$ cat src/rtl/i_fetch_pkg.sv
// Pipeline-wide definitions for the fetch stage, shared with the decode stage.
package i_fetch_pkg;

  typedef enum logic [1:0] {
    FETCH   = 2'd0,
    WAIT    = 2'd1,
    DISCARD = 2'd2
  } fetch_state_e;

  localparam logic [31:0] NOP_INSTR = 32'h0000_0000;
  localparam logic [31:0] PC_INC    = 32'd4;

  // Branch resolves in a later stage than jump, so it belongs to the older instruction.
  function automatic logic [31:0] redirect_target(
    input logic        branch_taken,
    input logic [31:0] branch_target,
    input logic [31:0] jump_target
  );
    return branch_taken ? branch_target : jump_target;
  endfunction

endpackage

$ cat src/rtl/i_fetch_if_id_reg.sv
// IF/ID pipeline register: instruction, next-PC and valid with flush, hold and reset.
module if_id_reg import i_fetch_pkg::*; #(
  parameter logic [31:0] NOP_WORD = NOP_INSTR
) (
  input  logic        clk,
  input  logic        rst,
  input  logic        flush,
  input  logic        hold,
  input  logic        vld_p0,
  input  logic [31:0] instr_p0,
  input  logic [31:0] npc_p0,
  output logic [31:0] instr_p1,
  output logic [31:0] npc_p1,
  output logic        vld_p1
);

  // IF -> ID boundary; flush beats hold, an empty slot becomes a bubble
  always_ff @(posedge clk) begin
    if (rst) begin
      instr_p1 <= NOP_WORD;
      npc_p1   <= 32'h0;
      vld_p1   <= 1'b0;
    end else if (flush) begin
      instr_p1 <= NOP_WORD;
      vld_p1   <= 1'b0;
    end else if (!hold) begin
      if (vld_p0) begin
        instr_p1 <= instr_p0;
        npc_p1   <= npc_p0;
        vld_p1   <= 1'b1;
      end else begin
        instr_p1 <= NOP_WORD;
        vld_p1   <= 1'b0;
      end
    end
  end

endmodule

$ cat src/rtl/i_fetch.sv
// Instruction fetch: PC, imem req/ready FSM, redirect handling and a 1-entry stall buffer
// in front of the IF/ID register.
module i_fetch import i_fetch_pkg::*; #(
  parameter logic [31:0] RESET_PC  = 32'h0000_0000,
  parameter logic [31:0] PC_INC    = i_fetch_pkg::PC_INC,
  parameter logic [31:0] NOP_INSTR = i_fetch_pkg::NOP_INSTR
) (
  input  logic        CLK,
  input  logic        RST,
  input  logic        stall_in,
  input  logic        branch_taken_in,
  input  logic [31:0] branch_target_in,
  input  logic        jump_in,
  input  logic [31:0] jump_target_in,
  output logic        imem_req_out,
  output logic [31:0] imem_addr_out,
  input  logic        imem_ready_in,
  input  logic [31:0] imem_rdata_in,
  output logic [31:0] instruction_out,
  output logic [31:0] npc_out,
  output logic        valid_out
);

  fetch_state_e state_q, state_nxt;
  logic [31:0]  pc_q, pc_nxt;
  logic [31:0]  tgt_q, tgt_nxt;
  logic [31:0]  pc_plus;
  logic         redirect;
  logic [31:0]  redirect_pc;
  logic         deliver;

  logic         hold_vld, hold_vld_nxt;
  logic [31:0]  hold_instr, hold_npc;

  logic         vld_p0;
  logic [31:0]  instr_p0, npc_p0;

  assign redirect    = branch_taken_in | jump_in;
  assign redirect_pc = redirect_target(branch_taken_in, branch_target_in, jump_target_in);
  assign pc_plus     = pc_q + PC_INC;
  assign deliver     = (state_q == WAIT) && imem_ready_in && !redirect;

  // The request is a pure function of state, so the address stays put until it completes.
  assign imem_req_out  = (state_q != FETCH);
  assign imem_addr_out = pc_q;

  always_comb begin
    state_nxt = state_q;
    pc_nxt    = pc_q;
    tgt_nxt   = tgt_q;
    unique case (state_q)
      FETCH: begin
        if (redirect)
          pc_nxt = redirect_pc;
        else if (!hold_vld)
          state_nxt = WAIT;
      end
      WAIT: begin
        if (redirect) begin
          if (imem_ready_in) begin
            pc_nxt    = redirect_pc;
            state_nxt = FETCH;
          end else begin
            tgt_nxt   = redirect_pc;
            state_nxt = DISCARD;
          end
        end else if (imem_ready_in) begin
          pc_nxt    = pc_plus;
          state_nxt = FETCH;
        end
      end
      DISCARD: begin
        // The outstanding read must still drain; only the newest target survives.
        if (redirect)
          tgt_nxt = redirect_pc;
        if (imem_ready_in) begin
          pc_nxt    = redirect ? redirect_pc : tgt_q;
          state_nxt = FETCH;
        end
      end
      default: state_nxt = FETCH;
    endcase
  end

  always_comb begin
    hold_vld_nxt = hold_vld;
    if (redirect)
      hold_vld_nxt = 1'b0;
    else if (deliver && stall_in)
      hold_vld_nxt = 1'b1;
    else if (!stall_in)
      hold_vld_nxt = 1'b0;
  end

  always_ff @(posedge CLK) begin
    if (RST) begin
      state_q  <= FETCH;
      pc_q     <= RESET_PC;
      hold_vld <= 1'b0;
    end else begin
      state_q  <= state_nxt;
      pc_q     <= pc_nxt;
      hold_vld <= hold_vld_nxt;
    end
  end

  always_ff @(posedge CLK) begin
    tgt_q <= tgt_nxt;
    if (deliver && stall_in) begin
      hold_instr <= imem_rdata_in;
      hold_npc   <= pc_plus;
    end
  end

  // Buffered word drains ahead of any new fetch once the stall lifts.
  assign vld_p0   = hold_vld | deliver;
  assign instr_p0 = hold_vld ? hold_instr : imem_rdata_in;
  assign npc_p0   = hold_vld ? hold_npc   : pc_plus;

  if_id_reg #(
    .NOP_WORD (NOP_INSTR)
  ) u_if_id (
    .clk      (CLK),
    .rst      (RST),
    .flush    (redirect),
    .hold     (stall_in),
    .vld_p0   (vld_p0),
    .instr_p0 (instr_p0),
    .npc_p0   (npc_p0),
    .instr_p1 (instruction_out),
    .npc_p1   (npc_out),
    .vld_p1   (valid_out)
  );

endmodule

$ cat config.mk
export PLATFORM = sky130hd
export DESIGN_NAME = i_fetch
export DESIGN_NICKNAME = d
export VERILOG_FILES = /design/src/rtl/i_fetch_pkg.sv /design/src/rtl/i_fetch_if_id_reg.sv /design/src/rtl/i_fetch.sv
export SDC_FILE = /design/constraint.sdc
export NUM_CORES = 1
export LEC_CHECK = 0
export CAP_MARGIN = 30
export CORE_MARGIN = 4
export CORE_UTILIZATION = 35
export DETAILED_ROUTE_END_ITERATION = 12
export SETUP_SLACK_MARGIN = 0.3
export SLEW_MARGIN = 15
export SYNTH_ARGS = -nofsm -noshare
export SYNTH_HDL_FRONTEND = slang
export SYNTH_SLANG_ARGS = --single-unit
$ cat constraint.sdc
create_clock -name CLK -period 8.9 [get_ports CLK]
set_clock_uncertainty 0.05 [all_clocks]
set_input_delay 1.335 -clock CLK [delete_from_list [all_inputs] [get_ports CLK]]
set_output_delay 1.335 -clock CLK [all_outputs]
set_load 0.01 [all_outputs]
==> metrics.md <==
| Metric | Value |
|---|---|
| WL/cell | 19.8 um |
| Chip height | 178 um |
| Synth async-reset ratio | 0 |
| Slew headroom | 0.368 |
| Starting Density | 0.359 |
| Crit path DAT | 3.93 ns |
| DP HPWL | 22700 um |
| Syn nets | 1162 |
| Total number of vias | 8789 |
| Sequential fraction of the synthesis area | 0.485 |
| Clk pin slew, worst setup/hold paths | 0.08 ns |
| Final min period | 3.62 ns |
| Row count | 61 |
| Syn avg cell area | 9.55 sq um |
| Critical path data required time | 9.21 ns |
| Ant diodes | 0 |
| Fin worst setup slack | 5.28 ns |
| GR Overflow Total | 0 |
| Pwr/cell area | 161 mW/mm^2 |
| Setup crit end kind | flip-flop |
| Place WS | 4.85 ns |
| Cts repair resizes | 0 |
| Maximum vdd drop | 0.119 mV |
| Num Clock Sinks | 196 |
| Post-CTS Hold Buffers | 0 |
| Setup tns final | 0 ns |
| Clock buffer count from CTS | 17 |
| DRC errors left | 0 |
| Ys flop type | dfxtp_1 |
| Worst min path class | reg -> reg |
| Gate Count Post-Synth | 1055 |
| Share of layout cells above drive strength 1 | 0.0674 |
| Area grow syn2layout | 28.4% |
| Starting DRC count in detailed routing | 794 |
| Power Total | 0.00209 W |
| Vias in the first global route | 8131 |
| First-pass GRT wire length | 48400 um |
| CTS root buf | clkbuf_16 |
| Final period util | 0.407 |
| DR vias/cell | 5.51 |
| Outcome | finished, final reports clean |
| Core Area | 0.0281 sq mm |
| Leakage power total | 4.33 nW |
| Synthesized area | 0.0101 sq mm |
| Final Hold Fails | 0 |
| Startpoint Class | primary input |
| Flops & latches, synth | 196 |
| Largest net degree at the start of global routing | 75 |
| Setup bufs post-CTS | 0 |
| I/O Pins | 200 |
| Die X | 178 um |
| Nets | 1310 |
| Post-route ant nets | 0 |
| Max frequency | 276 MHz |
| Post-synth EDFFs | 96 |
| Worst-margin pin slew | 0.948 ns |
| Clock Tree Buf Depth | 2 |
| Maxcap violations | 0 |
| H-tree levels | 4 |
| Netlist cell types | 74 |
| Tot GR Track Use | 0.194 |
| CP max FO | 46 |
| Kind of critical path | in -> reg |
| Final weighted congestion in routability-driven placement | 0.865 |
| Final WL | 31600 um |
| Slew Limit Fails | 0 |
| Yosys warns | 0 |
| IO buf count | 199 |
| Full die area | 0.0316 sq mm |
| CTS tree | yes |
| Antenna violations before repair | 0 |
| DRT Pass-1 Iters | 5 |
| Synth area leader | edfxtp_1 |
| Clk_lat worst skew | 0.44 ns |
| Final setup vio count | 0 |
| Dominant cells by area after synthesis | edfxtp_1 (29%), dfxtp_1 (20%), mux2i_1 (7.5%) |
| RSZ-0062 raised after global routing | no |
| Yosys top cell area share | 0.286 |
layout by cell type, fill, tap and decap left out, types with 14 or more instances in the layout:
| master | synthesis | routed |
|---|---|---|
| nand3_1 | 29 | 29 |
| o22ai_1 | 26 | 26 |
| inv_1 | 14 | 14 |
| xnor2_1 | 18 | 18 |
| buf_4 | 2 | 14 |
| a211oi_1 | 24 | 24 |
| clkbuf_16 | 0 | 17 |
| o21ai_0 | 79 | 78 |
| nor2_1 | 59 | 59 |
| nor2b_1 | 18 | 18 |
| mux2i_1 | 76 | 76 |
| nor3_1 | 31 | 30 |
| clkdlybuf4s50_1 | 0 | 196 |
| nand2_1 | 108 | 107 |
| a31oi_1 | 26 | 26 |
| dfxtp_1 | 100 | 99 |
| edfxtp_1 | 96 | 96 |
| a21oi_1 | 73 | 73 |
per-stage QoR:
step / utilization / std cells / instance area [sq um] / hold WS [ns]
floorplan: - / 1055 / 10100 / 0.397
global placement: 0.438 / 1561 / 12300 / 0.381
detailed placement: 0.438 / 1562 / 12300 / 0.383
CTS: 0.461 / 1594 / 12900 / 0.398
global route: 0.461 / 1594 / 12900 / 0.426
finish: 0.461 / 1594 / 12900 / 0.397
final timing paths:
path	from	cells past startpoint	slack [ns]	to
worst min register to register	u_if_id.vld_p1	2	0.40	u_if_id.vld_p1
worst max-delay path	jump_in	7	5.28	imem_addr_out[29]
worst min-delay path	u_if_id.vld_p1	2	0.40	u_if_id.vld_p1
worst max register to register	state_q[1]	8	5.66	imem_addr_out[29]
registers in the layout, summed over array words and instances (netlist names):
name	cells
state_q	2
hold_instr	32
hold_npc	32
tgt_q	32
imem_addr_out	32
u_if_id.vld_p1	1
u_if_id.instr_p1	32
u_if_id.npc_p1	32
hold_vld	1
report_power, final:
part           switching, W  leakage [nW]  internal [W]
combinational      0.000143          2.34      0.000126
sequential        0.0000336          1.69      0.000968
clock              0.000406         0.297      0.000409
total              0.000583          4.33       0.00150
cells in the mapped netlist (6+ instances only):
library cell and number:
a21bo_2 9, inv_1 14, xor2_1 9, nand4_1 11, a21oi_1 73, a31oi_1 26
a211oi_1 24, o32ai_1 8, nor2_1 59, a21boi_0 9, and2_1 8, buf_1 13
edfxtp_1 96, o22ai_1 26, nand3_1 29, a22o_1 7, nor4_1 9, a22oi_1 13
xnor2_1 18, o21ai_0 79, and3_1 14, or4_1 6, nor3_1 31, nand2b_1 8
nor2b_1 18, nand2_1 108, clkbuf_1 50, dfxtp_1 100, o211ai_1 6, buf_2 17
mux2i_1 76
metal layers:
| layer | track usage | wire (um) |
|---|---|---|
| met5 | 0 | 0 |
| met4 | 0.0367 | 430 |
| met3 | 0.0505 | 2320 |
| met2 | 0.285 | 13700 |
| met1 | 0.291 | 15200 |
cell families (layout without fill, tap and decap cells):
logic type	after synthesis	after routing	share of synthesized area
DFF	196	196	0.485
adders and majority gates	5	5	0.00621
muxes	77	77	0.0766
AOI/OAI and AO/OA	311	311	0.194
buffers and inverters	100	261	0.0410
xor gates and xnor gates	27	27	0.0235
and+or+nand+nor	339	339	0.174
worst max-delay path, cell delays in order:
cell and delay (ns):
buf_2 0.40, nor3b_2 0.76, buf_4 0.31, nand3_1 0.29
or3b_1 0.43, mux2_2 0.27, a21oi_1 0.12
cell type report:
type                            count  area (sq um)
Fill cell                        2761         15100
Sequential cell                   196          4890
Multi-Input combinational cell    759          4790
Timing Repair Buffer              213          2100
Tap cell                          378           473
Clock buffer                       17           425
Clock inverter                     15           200
Inverter                           16          60.1
(Power assumes the default switching activity.)
